`src/rtl/sort_hw_ram_arbiter.sv`:
```
// Round-robin arbiter sharing one single-port RAM between two Avalon-MM masters,
// with read-return routing. Define SORT_HW_RAM_ARB_STATS_EN to build grant counters.
module sort_hw_ram_arbiter #(
  parameter  int ADDR_W = 10,
  parameter  int DATA_W = 32,
  localparam int BE_W   = DATA_W / 8
) (
  input  logic              clk,
  input  logic              reset,
  input  logic [ADDR_W-1:0] m0_address,
  input  logic [BE_W-1:0]   m0_byteenable,
  input  logic              m0_read,
  input  logic              m0_write,
  input  logic [DATA_W-1:0] m0_writedata,
  output logic              m0_waitrequest,
  output logic              m0_readdatavalid,
  output logic [DATA_W-1:0] m0_readdata,
  input  logic [ADDR_W-1:0] m1_address,
  input  logic [BE_W-1:0]   m1_byteenable,
  input  logic              m1_read,
  input  logic              m1_write,
  input  logic [DATA_W-1:0] m1_writedata,
  output logic              m1_waitrequest,
  output logic              m1_readdatavalid,
  output logic [DATA_W-1:0] m1_readdata,
  output logic [ADDR_W-1:0] ram_address,
  output logic [BE_W-1:0]   ram_byteenable,
  output logic              ram_chipselect,
  output logic              ram_write,
  output logic [DATA_W-1:0] ram_writedata,
  input  logic [DATA_W-1:0] ram_readdata,
  output logic [15:0]       grant_cnt0,
  output logic [15:0]       grant_cnt1
);

  logic              m0_req, m1_req;
  logic              gnt0, gnt1, gnt_any;
  logic              win_write;
  logic [ADDR_W-1:0] win_addr;
  logic [BE_W-1:0]   win_be;
  logic [DATA_W-1:0] win_wdata;

  // last_grant_q == 1 means port 1 won most recently, so port 0 wins the next tie.
  logic              last_grant_q, last_grant_d;
  logic              rd_pend_q, rd_pend_d;
  logic              rd_tag_q, rd_tag_d;
  logic [ADDR_W-1:0] addr_q, addr_d;
  logic [BE_W-1:0]   be_q, be_d;
  logic [DATA_W-1:0] wdata_q, wdata_d;

  // NOTE: every signal gets a default at the top of always_comb so no path leaves
  // it unassigned; a missing default would infer a latch.
  always_comb begin
    m0_req    = m0_read | m0_write;
    m1_req    = m1_read | m1_write;
    gnt0      = !reset && m0_req && (!m1_req || last_grant_q);
    gnt1      = !reset && m1_req && (!m0_req || !last_grant_q);
    gnt_any   = gnt0 | gnt1;

    win_write = gnt1 ? m1_write      : m0_write;
    win_addr  = gnt1 ? m1_address    : m0_address;
    win_be    = gnt1 ? m1_byteenable : m0_byteenable;
    win_wdata = gnt1 ? m1_writedata  : m0_writedata;

    last_grant_d = last_grant_q;
    rd_pend_d    = gnt_any && !win_write;
    rd_tag_d     = rd_tag_q;
    addr_d       = addr_q;
    be_d         = be_q;
    wdata_d      = wdata_q;
    if (gnt_any) begin
      last_grant_d = gnt1;
      rd_tag_d     = gnt1;
      addr_d       = win_addr;
      be_d         = win_write ? win_be : '1;
      wdata_d      = win_wdata;
    end
  end

  // Idle cycles replay the held values so the RAM bus does not toggle.
  assign ram_chipselect = gnt_any;
  assign ram_write      = gnt_any & win_write;
  assign ram_address    = addr_d;
  assign ram_byteenable = be_d;
  assign ram_writedata  = wdata_d;

  assign m0_waitrequest = reset | (m0_req & ~gnt0);
  assign m1_waitrequest = reset | (m1_req & ~gnt1);

  // A read granted just before reset is dropped, so reset masks the return.
  assign m0_readdatavalid = rd_pend_q & ~rd_tag_q & ~reset;
  assign m1_readdatavalid = rd_pend_q &  rd_tag_q & ~reset;
  assign m0_readdata      = ram_readdata;
  assign m1_readdata      = ram_readdata;

  // NOTE: sequential state uses non-blocking assignments only, so every register
  // samples pre-edge values regardless of statement order.
  always_ff @(posedge clk) begin
    if (reset) begin
      last_grant_q <= 1'b1;
      rd_pend_q    <= 1'b0;
      rd_tag_q     <= 1'b0;
      addr_q       <= '0;
      be_q         <= '0;
      wdata_q      <= '0;
    end else begin
      last_grant_q <= last_grant_d;
      rd_pend_q    <= rd_pend_d;
      rd_tag_q     <= rd_tag_d;
      addr_q       <= addr_d;
      be_q         <= be_d;
      wdata_q      <= wdata_d;
    end
  end

`ifdef SORT_HW_RAM_ARB_STATS_EN
  logic [15:0] cnt0_q, cnt0_d, cnt1_q, cnt1_d;

  always_comb begin
    cnt0_d = cnt0_q;
    cnt1_d = cnt1_q;
    if (gnt0 && cnt0_q != 16'hFFFF) cnt0_d = cnt0_q + 16'd1;
    if (gnt1 && cnt1_q != 16'hFFFF) cnt1_d = cnt1_q + 16'd1;
  end

  always_ff @(posedge clk) begin
    if (reset) begin
      cnt0_q <= '0;
      cnt1_q <= '0;
    end else begin
      cnt0_q <= cnt0_d;
      cnt1_q <= cnt1_d;
    end
  end

  assign grant_cnt0 = cnt0_q;
  assign grant_cnt1 = cnt1_q;
`else
  assign grant_cnt0 = '0;
  assign grant_cnt1 = '0;
`endif

endmodule

```
`config.mk`:
```
export PLATFORM = sky130hd
export DESIGN_NAME = sort_hw_ram_arbiter
export DESIGN_NICKNAME = d
export VERILOG_FILES = /design/src/rtl/sort_hw_ram_arbiter.sv
export SDC_FILE = /design/constraint.sdc
export NUM_CORES = 1
export LEC_CHECK = 0
export ABC_AREA = 0
export ABC_CLOCK_PERIOD_IN_PS = 1650
export CORE_AREA = 2 2 108 110
export DETAILED_ROUTE_END_ITERATION = 6
export DIE_AREA = 0 0 110 112
export DONT_BUFFER_PORTS = 1
export RECOVER_POWER = 50
export SETUP_SLACK_MARGIN = 0.3
export SYNTH_ARGS = -nofsm -noshare
export SYNTH_HDL_FRONTEND = slang
export SYNTH_SLANG_ARGS = --single-unit
```
`constraint.sdc`:
```
create_clock -name clk -period 1.65 [get_ports clk]
set_clock_uncertainty 0.1 [all_clocks]
set_input_delay 0.33 -clock clk [delete_from_list [all_inputs] [get_ports clk]]
set_output_delay 0.33 -clock clk [all_outputs]
set_load 0.05 [all_outputs]
```
==> reports/summary.txt, run 1 <==
Run status: finished, violations left
Crit-path max FO: 7
Global-route wire length before repair: 15600 µm
Peak VDD IR: 0.000424 V
Share of cells above drive strength 1: 0.620
Via count: 2924
Pwr Total: 0.00497 W
HP Start: reset
Worst path cell trace: o21a_1 > nor3_4 > buf_6 > buf_16 > buf_12 > mux2i_4 > a21oi_4 > buf_12
GPL Wtd Cong: 0.726
CP top delay family: buffers and inverters
Pint: 0.00313 W
Post-route ant nets: 0
# diodes: 0
DRC: 0
Delay of the slowest critical-path stage: 0.31 ns
Startpoint class of the critical path: register
Remaining Overflow, GRT: 0
Placed cells: 551
Clock Power Share: 0.204
Core area: 0.0112 mm²
Slew Viols, Final: 0
Tmin final: 2.35 ns
Endpoints failing setup: 92
WL final: 10600 µm
PnR worst setup slack: -0.703 ns
TritonCTS buffer count: 5
Post-CTS Hold Fix Bufs: 3
Reg2Reg Launch Point: last_grant_q
Largest net degree at the start of global routing: 52
Initial antenna violation count: 0
Switching portion of total power: 0.370
Synth Register Bits: 49
Initial core utilization: 0.286
Final hold vios: 1
Most frequent cells in the layout: 70 x buf_4, 61 x buf_12, 48 x a21oi_4
Bufs and invs on worst path: 4
Final #Nets: 595
Mapped cell area: 0.00320 mm²
Drt pass-1 iters: 4
RSZ-0062 raised after global routing: true
PD cells: 789 mW/mm²
Leak: 2.38 nW
Cell variety after synth: 25
Register area: 986 µm²
Tcrit/Tclk final: 1.43
Root buf cell: clkbuf_16
CP Class: register to output pin
Cell count after synthesis: 378
HPWL Detailed: 6900 µm
Gr usage total: 0.163
I/O pins: 278
Clock slew at reported path FFs: 0.07 ns
CTS H-tree lvls: 2
Fillers: 883
Max Fclk: 425 MHz
Row count: 39
Sequential fraction of the synthesis area: 0.307
Commonest non-fill, non-tap cell in the layout: buf_4
Slowest-stage cell, CP: dfxtp_1
Worst EP required: 1.22 ns
Clock tree from TritonCTS: yes
Die height: 112 µm
DRT iter0 DRCs: 130
Post-layout util: 0.564
Max-cap viol count: 0
Die Area: 0.0123 mm²
Synth warn: 0
Multi-input gate area: 0.00266 mm²
Seq pwr share: 0.263
Post-Syn Area per Cell: 8.45 µm²
Port bufs: 0
Final cell count without fillers: 609
Number of global-route vias before repair: 3007
Critical Path AT: 1.92 ns
Wire length per cell: 17.3 µm
Critical path launch point: last_grant_q
Cell mode on critical path: buf_12
Hold Path Class: input pin to register
Worst skew pair latency: 0.28 ns
Worst hold slack: -0.00301 ns
Sink Count: 49
Combinational share of power: 0.533
Area Overhead vs Synth: 97.2%
Vias per inst: 4.80
Worst Setup End Kind: output pin
Failing checks: hold timing, setup timing
Die Width: 110 µm
P_sw: 0.00184 W
CTS Buffer Depth: 2
## kinds of logic after synthesis
family          count (synthesis)  share of synthesized area
flops                          49                      0.307
simple gates                   56                     0.0740
mux                            46                      0.144
other cells                     1                    0.00117
buf+inv                       125                      0.271
compound gates                101                      0.203
## metrics by stage
step | setup TNS (ns) | area [µm²] | setup WS, ns
2_1_floorplan | -20.82 | 4600 | -0.555
3_3_place_gp | -28.20 | 5380 | -0.543
3_5_place_dp | -29.86 | 5380 | -0.551
4_1_cts | -35.26 | 6030 | -0.724
5_1_grt | -43.26 | 6300 | -0.784
6_report | -36.47 | 6300 | -0.703
## registers in the layout, summed over array words and instances (netlist names)
register and count:
wdata_q 32, addr_q 10, be_q 4, last_grant_q 1
rd_pend_q 1, rd_tag_q 1
## worst reg2reg max path, stage by stage, from the launching register on
cell and delay, ns:
dfxtp_1 0.31, o21a_1 0.15, nor3_4 0.22, buf_6 0.14
buf_12 0.12, buf_12 0.15, mux2i_4 0.28, buf_4 0.14
buf_4 0.09, buf_4 0.09, a211oi_1 0.05
## per-layer routing
| metal | routed length, µm | track usage |
|---|---|---|
| met4 | 254 | 0.0565 |
| met1 | 3820 | 0.183 |
| met2 | 5550 | 0.290 |
| met5 | 0 | 0 |
| met3 | 923 | 0.0474 |
## final cells by class
type	count	area share
multi-input combinational	235	0.423
timing repair buffer	171	0.368
sequential	49	0.156
tap	143	0.0284
clock buffer	8	0.0216
inverter	3	0.00258
## power groups by stage
stage / Clock, W / Combinational (W) / Sequential (W)
after floorplan: 0 / 0.00201 / 0.00133
after global placement: 0 / 0.00231 / 0.00133
after detailed placement: 0 / 0.00235 / 0.00133
after CTS: 0.00105 / 0.00255 / 0.00131
after global routing: 0.00110 / 0.00276 / 0.00132
final: 0.00102 / 0.00265 / 0.00131
## cell usage after synthesis
master     n  area share
buf_4     98        0.23
dfxtp_1   49        0.31
a21oi_1   48       0.075
nor2_1    48       0.056
a211oi_1  46        0.11
mux2i_1   46        0.14
clkbuf_1  13       0.015
buf_2      5      0.0078
buf_1      3      0.0035
buf_6      3       0.011
inv_1      3      0.0035
nor3_1     2      0.0031
o31ai_1    2      0.0047
a311oi_2   1      0.0047
and3_1     1      0.0020
conb_1     1      0.0012
nand2_1    1      0.0012
nand2b_1   1      0.0020
nor2_2     1      0.0020
nor3_4     1      0.0051
nor3b_1    1      0.0024
o211a_1    1      0.0031
o21a_1     1      0.0024
o21ai_0    1      0.0016
o32a_1     1      0.0031
## path summary, 6_finish.rpt
check	to	slack [ns]	depth (start not counted)
max reg2reg	wdata_q[0]	-0.32	10
max	ram_address[0]	-0.70	8
min	wdata_q[15]	-0.003	1
min reg2reg	wdata_q[6]	0.51	2
## timing repair
item / in CTS / in global routing
endpoints found under the hold margin: 2 / 3
cloned: 6 / 0
setup buffers: 24 / 17
gates resized for setup: 22 / 35
pin swaps: 4 / 9
setup endpoints to repair: 99 / 99
(Power assumes the default switching activity.)
==> run 2: changes to the inputs <==
- ABC_AREA: 0 -> 1
- CORE_AREA: 2 2 108 110 -> 2 2 107 109
- DIE_AREA: 0 0 110 112 -> 0 0 109 111
==> run 2 against run 1 <==
Compared with the run above: the flow finishes with violations (setup timing); core utilization decreased by 16 points; synthesized area is 5.2% higher; sequential cell count is the same; sequential share of layout area rose by 6.3 points; critical path depth stayed put.
==> reports/summary.txt, run 2 <==
Run status: finished, violations left
Failing checks: setup timing
Tcrit/Tclk final: 1.22 (-0.202)
HPWL Detailed: 7020 µm (+1.6%)
Final cell count without fillers: 665 (+9.2%)
Root buf cell: clkbuf_16
Die Width: 109 µm (-0.91%)
Peak VDD IR: 0.000444 V (+4.8%)
Async S/R FF share, synth: 0 (unchanged)
Worst Setup End Kind: output pin
Slowest-stage cell, CP: dfxtp_2
Delay of the slowest critical-path stage: 0.36 ns (+0.05 ns)
Wire length per cell: 15.1 µm (-13%)
Clock tree from TritonCTS: yes
Via count: 3109 (+6.3%)
Die Area: 0.0121 mm² (-1.8%)
Row count: 39 (unchanged)
Largest net degree at the start of global routing: 50 (-3.8%)
Worst path cell trace: o21ai_4 > nand2_8 > buf_12 > nand2_2 > nand2_2 > nand3_2 > nand2_2 > clkinvlp_4
I/O pins: 278 (unchanged)
Mapped cell area: 0.00336 mm² (+5.2%)
Initial core utilization: 0.303 (+0.0174)
Biggest registers after layout: wdata_q: 32 flops, addr_q: 10 flops, be_q: 4 flops
Fillers: 1129 (+28%)
Startpoint class of the critical path: register
Max Fclk: 495 MHz (+16%)
RSZ-0062 raised after global routing: true
Post-Syn Area per Cell: 6.29 µm² (-26%)
Final hold vios: 0 (-1)
CP Class: register to output pin
Post-synth EDFFs: 0 (unchanged)
Commonest cells post-synth: 230 x nand2_1, 104 x buf_4, 51 x nand3_1, 49 x dfxtp_1, 43 x a21oi_1
Cell mode on critical path: nand2_2
TritonCTS buffer count: 5 (unchanged)
GPL Wtd Cong: 0.727 (+0.18%)
Worst EP required: 1.22 ns (about the same)
Core area: 0.0111 mm² (-0.87%)
Remaining Overflow, GRT: 0 (unchanged)
Worst skew pair latency: 0.28 ns (about the same)
Most frequent cells in the layout: 137 x nand2_1, 46 x nand3_1, 46 x nand2_4, 46 x dfxtp_1, 41 x a21oi_1
Sum of negative setup slack: -15.99 ns (+20.48 ns)
CTS Buffer Depth: 2 (unchanged)
Gr usage total: 0.158 (-0.00581)
Prevailing post-synth register cell: dfxtp_1
CP top delay family: simple AND/OR/NAND/NOR gates
Slew Viols, Final: 0 (unchanged)
Hold Path Class: input pin to register
DRT iter0 DRCs: 57 (-56%)
WL final: 10000 µm (-5.1%)
Tmin final: 2.02 ns (-0.333 ns)
# diodes: 0 (unchanged)
PnR worst setup slack: -0.370 ns (+0.333 ns)
Die height: 111 µm (-0.89%)
Final #Nets: 651 (+9.4%)
Synth Register Bits: 49 (unchanged)
Yosys top cell by area: dfxtp_1
Synth warn: 0 (unchanged)
Bufs and invs on worst path: 2 (-2)
Max FFs per register: 32 (unchanged)
Synth top area cells: dfxtp_1 29%, nand2_1 26%, buf_4 23%
Sequential fraction of the synthesis area: 0.292 (-0.0151)
Top reg by flops: wdata_q
Drt pass-1 iters: 4 (unchanged)
Sink Count: 49 (unchanged)
Endpoints failing setup: 51 (-45%)
Clock slew at reported path FFs: 0.07 ns (about the same)
Leak: 2.13 nW (-10%)
Cell count after synthesis: 534 (+41%)
Placed cells: 639 (+16%)
Crit-path max FO: 8 (+1)
Critical Path AT: 1.59 ns (-0.33 ns)
Vias per inst: 4.68 (-2.6%)
Initial antenna violation count: 0 (unchanged)
Area Overhead vs Synth: 34.4%
Post-layout util: 0.408 (-0.156)
Port bufs: 0 (unchanged)
PD cells: 1050 mW/mm² (+34%)
CTS H-tree lvls: 2 (unchanged)
Post-route ant nets: 0 (unchanged)
Most numerous cell in the Yosys netlist: nand2_1
Post-synth top area share: 0.292 (-0.0151)
Global-route wire length before repair: 15000 µm (-3.9%)
Number of global-route vias before repair: 2996 (-0.37%)
Max-cap viol count: 0 (unchanged)
Commonest non-fill, non-tap cell in the layout: nand2_1
Share of cells above drive strength 1: 0.385 (-0.235)
Cell variety after synth: 20 (-20%)
DRC: 0 (unchanged)
-- run 2: layout make-up --
cell class | instances | area, µm² | area share
inverters | 14 | 65.1 | 0.0144
flip-flops and latches | 49 | 990 | 0.219
clock buffers | 5 | 125 | 0.0277
repair buffers | 73 | 779 | 0.173
clock inverters | 3 | 65.1 | 0.0144
multi-input cells | 378 | 2310 | 0.512
well taps | 143 | 179 | 0.0396
-- run 2: worst paths after layout --
| path | startpoint | endpoint | slack (ns) | depth (start not counted) |
|---|---|---|---|---|
| max | last_grant_q | ram_byteenable[2] | -0.37 | 8 |
| min | reset | wdata_q[5] | 0.02 | 1 |
| max reg2reg | last_grant_q | be_q[0] | -0.19 | 14 |
| min reg2reg | wdata_q[1] | wdata_q[1] | 0.40 | 2 |
-- run 2: routing by layer --
layer	part of all wire	track usage
met1	0.39	0.181
met2	0.52	0.285
met3	0.071	0.0406
met5	0	0
met4	0.017	0.0402
-- run 2: through the flow --
step	hold slack (ns)	setup WS [ns]	instance area, µm²	power [W]
after detailed placement	0.307	-0.321	3790	0.00321
final	0.0168	-0.370	4520	0.00476
after global placement	0.307	-0.302	3790	0.00319
after floorplan	0.366	-0.209	4000	0.00335
after global routing	0.00156	-0.434	4520	0.00498
after CTS	0.0000978	-0.378	4290	0.00471
-- run 2: cell families (layout without fill, tap and decap cells) --
logic type      after synthesis  in the layout  share of synthesized area
flops                        49             49                      0.292
other cells                   1             32                    0.00112
compound gates               47             47                     0.0719
buf+inv                     139             95                      0.276
simple gates                298            299                      0.359
-- run 2: what timing repair did --
action                                  in CTS  in global routing
gates resized for setup                     56                 51
endpoints found under the setup margin      98                 98
endpoints found under the hold margin        1                  4
cloned                                       1                  0
hold buffers                                 1                  2
pin swaps                                   22                 24
buffers inserted                            11                  3
-- run 2: power by group --
| part | internal [W] | switching, W |
|---|---|---|
| Combinational | 0.000645 | 0.00148 |
| Sequential | 0.00129 | 0.0000477 |
| Clock | 0.000866 | 0.000442 |
==> run 3: changes to the inputs <==
- ABC_CLOCK_PERIOD_IN_PS: 1650 -> default
- CORE_AREA: 2 2 107 109 -> default
- CORE_MARGIN: default -> 2
- CORE_UTILIZATION: default -> 30
- DIE_AREA: 0 0 109 111 -> default
- DONT_BUFFER_PORTS: 1 -> default
- PLACE_DENSITY: default -> 0.78
==> run 3 against run 2 <==
Compared with the run above: the flow still finishes with violations (setup timing); register-to-register slack lost 0.23 ns; first-iteration DRC count grew to 3.0 times the previous value; highest routed layer unchanged; wire length grew 58%; maximum frequency shrank 7.2%.
==> reports/summary.txt, run 3 (synthesis gave the netlist of run 2 again) <==
Startpoint class of the critical path: register
Port bufs: 149 (+149)
Pre-CTS setup slack: -0.782 ns (-0.461 ns)
Peak VDD IR: 0.000504 V (+14%)
Endpoints failing setup: 59 (+16%)
Critical path launch point: last_grant_q
Run status: finished, violations left
Post-route ant nets: 0 (unchanged)
Tcrit/Tclk final: 1.32 (+0.0946)
Share of cells above drive strength 1: 0.633 (+0.248)
Clock slew at reported path FFs: 0.09 ns (+0.02 ns)
CP Class: register to output pin
Clock tree from TritonCTS: yes
Biggest registers after layout: wdata_q: 32 flops, addr_q: 10 flops, be_q: 4 flops
PD cells: 756 mW/mm² (-28%)
Root buf cell: clkbuf_8
CTS H-tree lvls: 2 (unchanged)
Drt pass-1 iters: 4 (unchanged)
Most frequent cells in the layout: 102 x nand2_2, 92 x clkdlybuf4s50_1, 77 x nand2_4
TritonCTS buffer count: 5 (unchanged)
Final #Nets: 846 (+30%)
Sink Count: 49 (unchanged)
HP Start: m1_read
Crit-path max FO: 14 (+6)
Worst Setup End Kind: output pin
HPWL Detailed: 8030 µm (+14%)
Row count: 38 (-2.6%)
Tmin final: 2.18 ns (+0.156 ns)
Commonest non-fill, non-tap cell in the layout: nand2_2
Worst hold slack: 0.282 ns (+0.265 ns)
Largest net degree at the start of global routing: 27 (-46%)
PnR worst setup slack: -0.526 ns (-0.156 ns)
WL final: 15800 µm (+58%)
Reg2Reg Launch Point: last_grant_q
Final hold vios: 0 (unchanged)
Via count: 4137 (+33%)
Remaining Overflow, GRT: 0 (unchanged)
Max-cap viol count: 0 (unchanged)
Leak: 3.51 nW (+65%)
Max FFs per register: 32 (unchanged)
RSZ-0062 raised after global routing: true
# diodes: 0 (unchanged)
Critical Path AT: 1.75 ns (+0.16 ns)
Die Area: 0.0121 mm² (-0.28%)
Die Width: 110 µm (+0.77%)
Worst EP required: 1.22 ns (about the same)
Gr usage total: 0.207 (+0.0492)
Die height: 110 µm (-1.0%)
Initial antenna violation count: 0 (unchanged)
CTS Buffer Depth: 2 (unchanged)
Max Fclk: 460 MHz (-7.2%)
GPL Wtd Cong: 0.788 (+8.4%)
Area Overhead vs Synth: 135%
Initial core utilization: 0.309 (+0.00526)
Core area: 0.0109 mm² (-1.7%)
Wire length per cell: 18.5 µm (+23%)
Global-route wire length before repair: 19500 µm (+30%)
I/O pins: 278 (unchanged)
Top reg by flops: wdata_q
Number of global-route vias before repair: 4078 (+36%)
Vias per inst: 4.83 (+3.4%)
Post-CTS Hold Fix Bufs: 0 (-1)
DRT iter0 DRCs: 172 (+200%)
Worst skew pair latency: 0.30 ns (+0.02 ns)
DRC: 0 (unchanged)
Failing checks: setup timing
Slew Viols, Final: 0 (unchanged)
Hold Path Class: input pin to register
Pwr Total: 0.00599 W (+26%)
-- run 3: layer usage --
| layer | vias up | wire (µm) | GRT usage |
|---|---|---|---|
| li1 | 1915 | - | - |
| met1 | 1966 | 5370 | 0.195 |
| met2 | 200 | 8720 | 0.409 |
| met3 | 56 | 1190 | 0.0759 |
| met4 | 0 | 538 | 0.0606 |
| met5 | - | 0 | 0 |
-- run 3: final cells by class --
class                   count  area, µm²
multi-input cells         378       3060
well taps                 140        175
clock buffers               7       86.3
fillers                   690       2970
flip-flops and latches     49        990
repair buffers            268       3510
inverters                  14       88.8
-- run 3: metrics by stage --
| stage | util | setup TNS, ns | instance area, µm² | instances |
|---|---|---|---|---|
| global route | 0.727 | -27.89 | 7910 | 856 |
| finish | 0.727 | -24.30 | 7910 | 856 |
| CTS | 0.626 | -20.58 | 6810 | 826 |
| global placement | 0.525 | -54.18 | 5710 | 789 |
| detailed placement | 0.525 | -58.62 | 5710 | 789 |
| floorplan | - | -3.12 | 4000 | 565 |
-- run 3: path summary, 6_finish.rpt --
check | end | slack (ns) | cells after the start
min | last_grant_q | 0.28 | 3
min reg2reg | wdata_q[9] | 0.39 | 2
max reg2reg | be_q[1] | -0.42 | 14
max | ram_address[1] | -0.53 | 8
-- run 3: repair_timing --
action,in CTS,in global routing
resized for setup,198,187
buffers inserted,22,21
endpoints found under the setup margin,100,99
cloned,8,9
pin swaps,19,77
-- run 3: critical path, cell delays in order (launching register included) --
cell and delay (ns):
dfxtp_2 0.38, inv_2 0.07, o21ai_4 0.07, nand3_4 0.16, nand2_4 0.17, buf_12 0.20, nand2_1 0.15, nand2_4 0.11
buf_12 0.13
-- run 3: where the power goes --
part / switching [W] / internal [W] / total (W)
logic: 0.00205 / 0.00184 / 0.00389
clock network: 0.000402 / 0.000334 / 0.000736
registers: 0.0000706 / 0.00129 / 0.00136
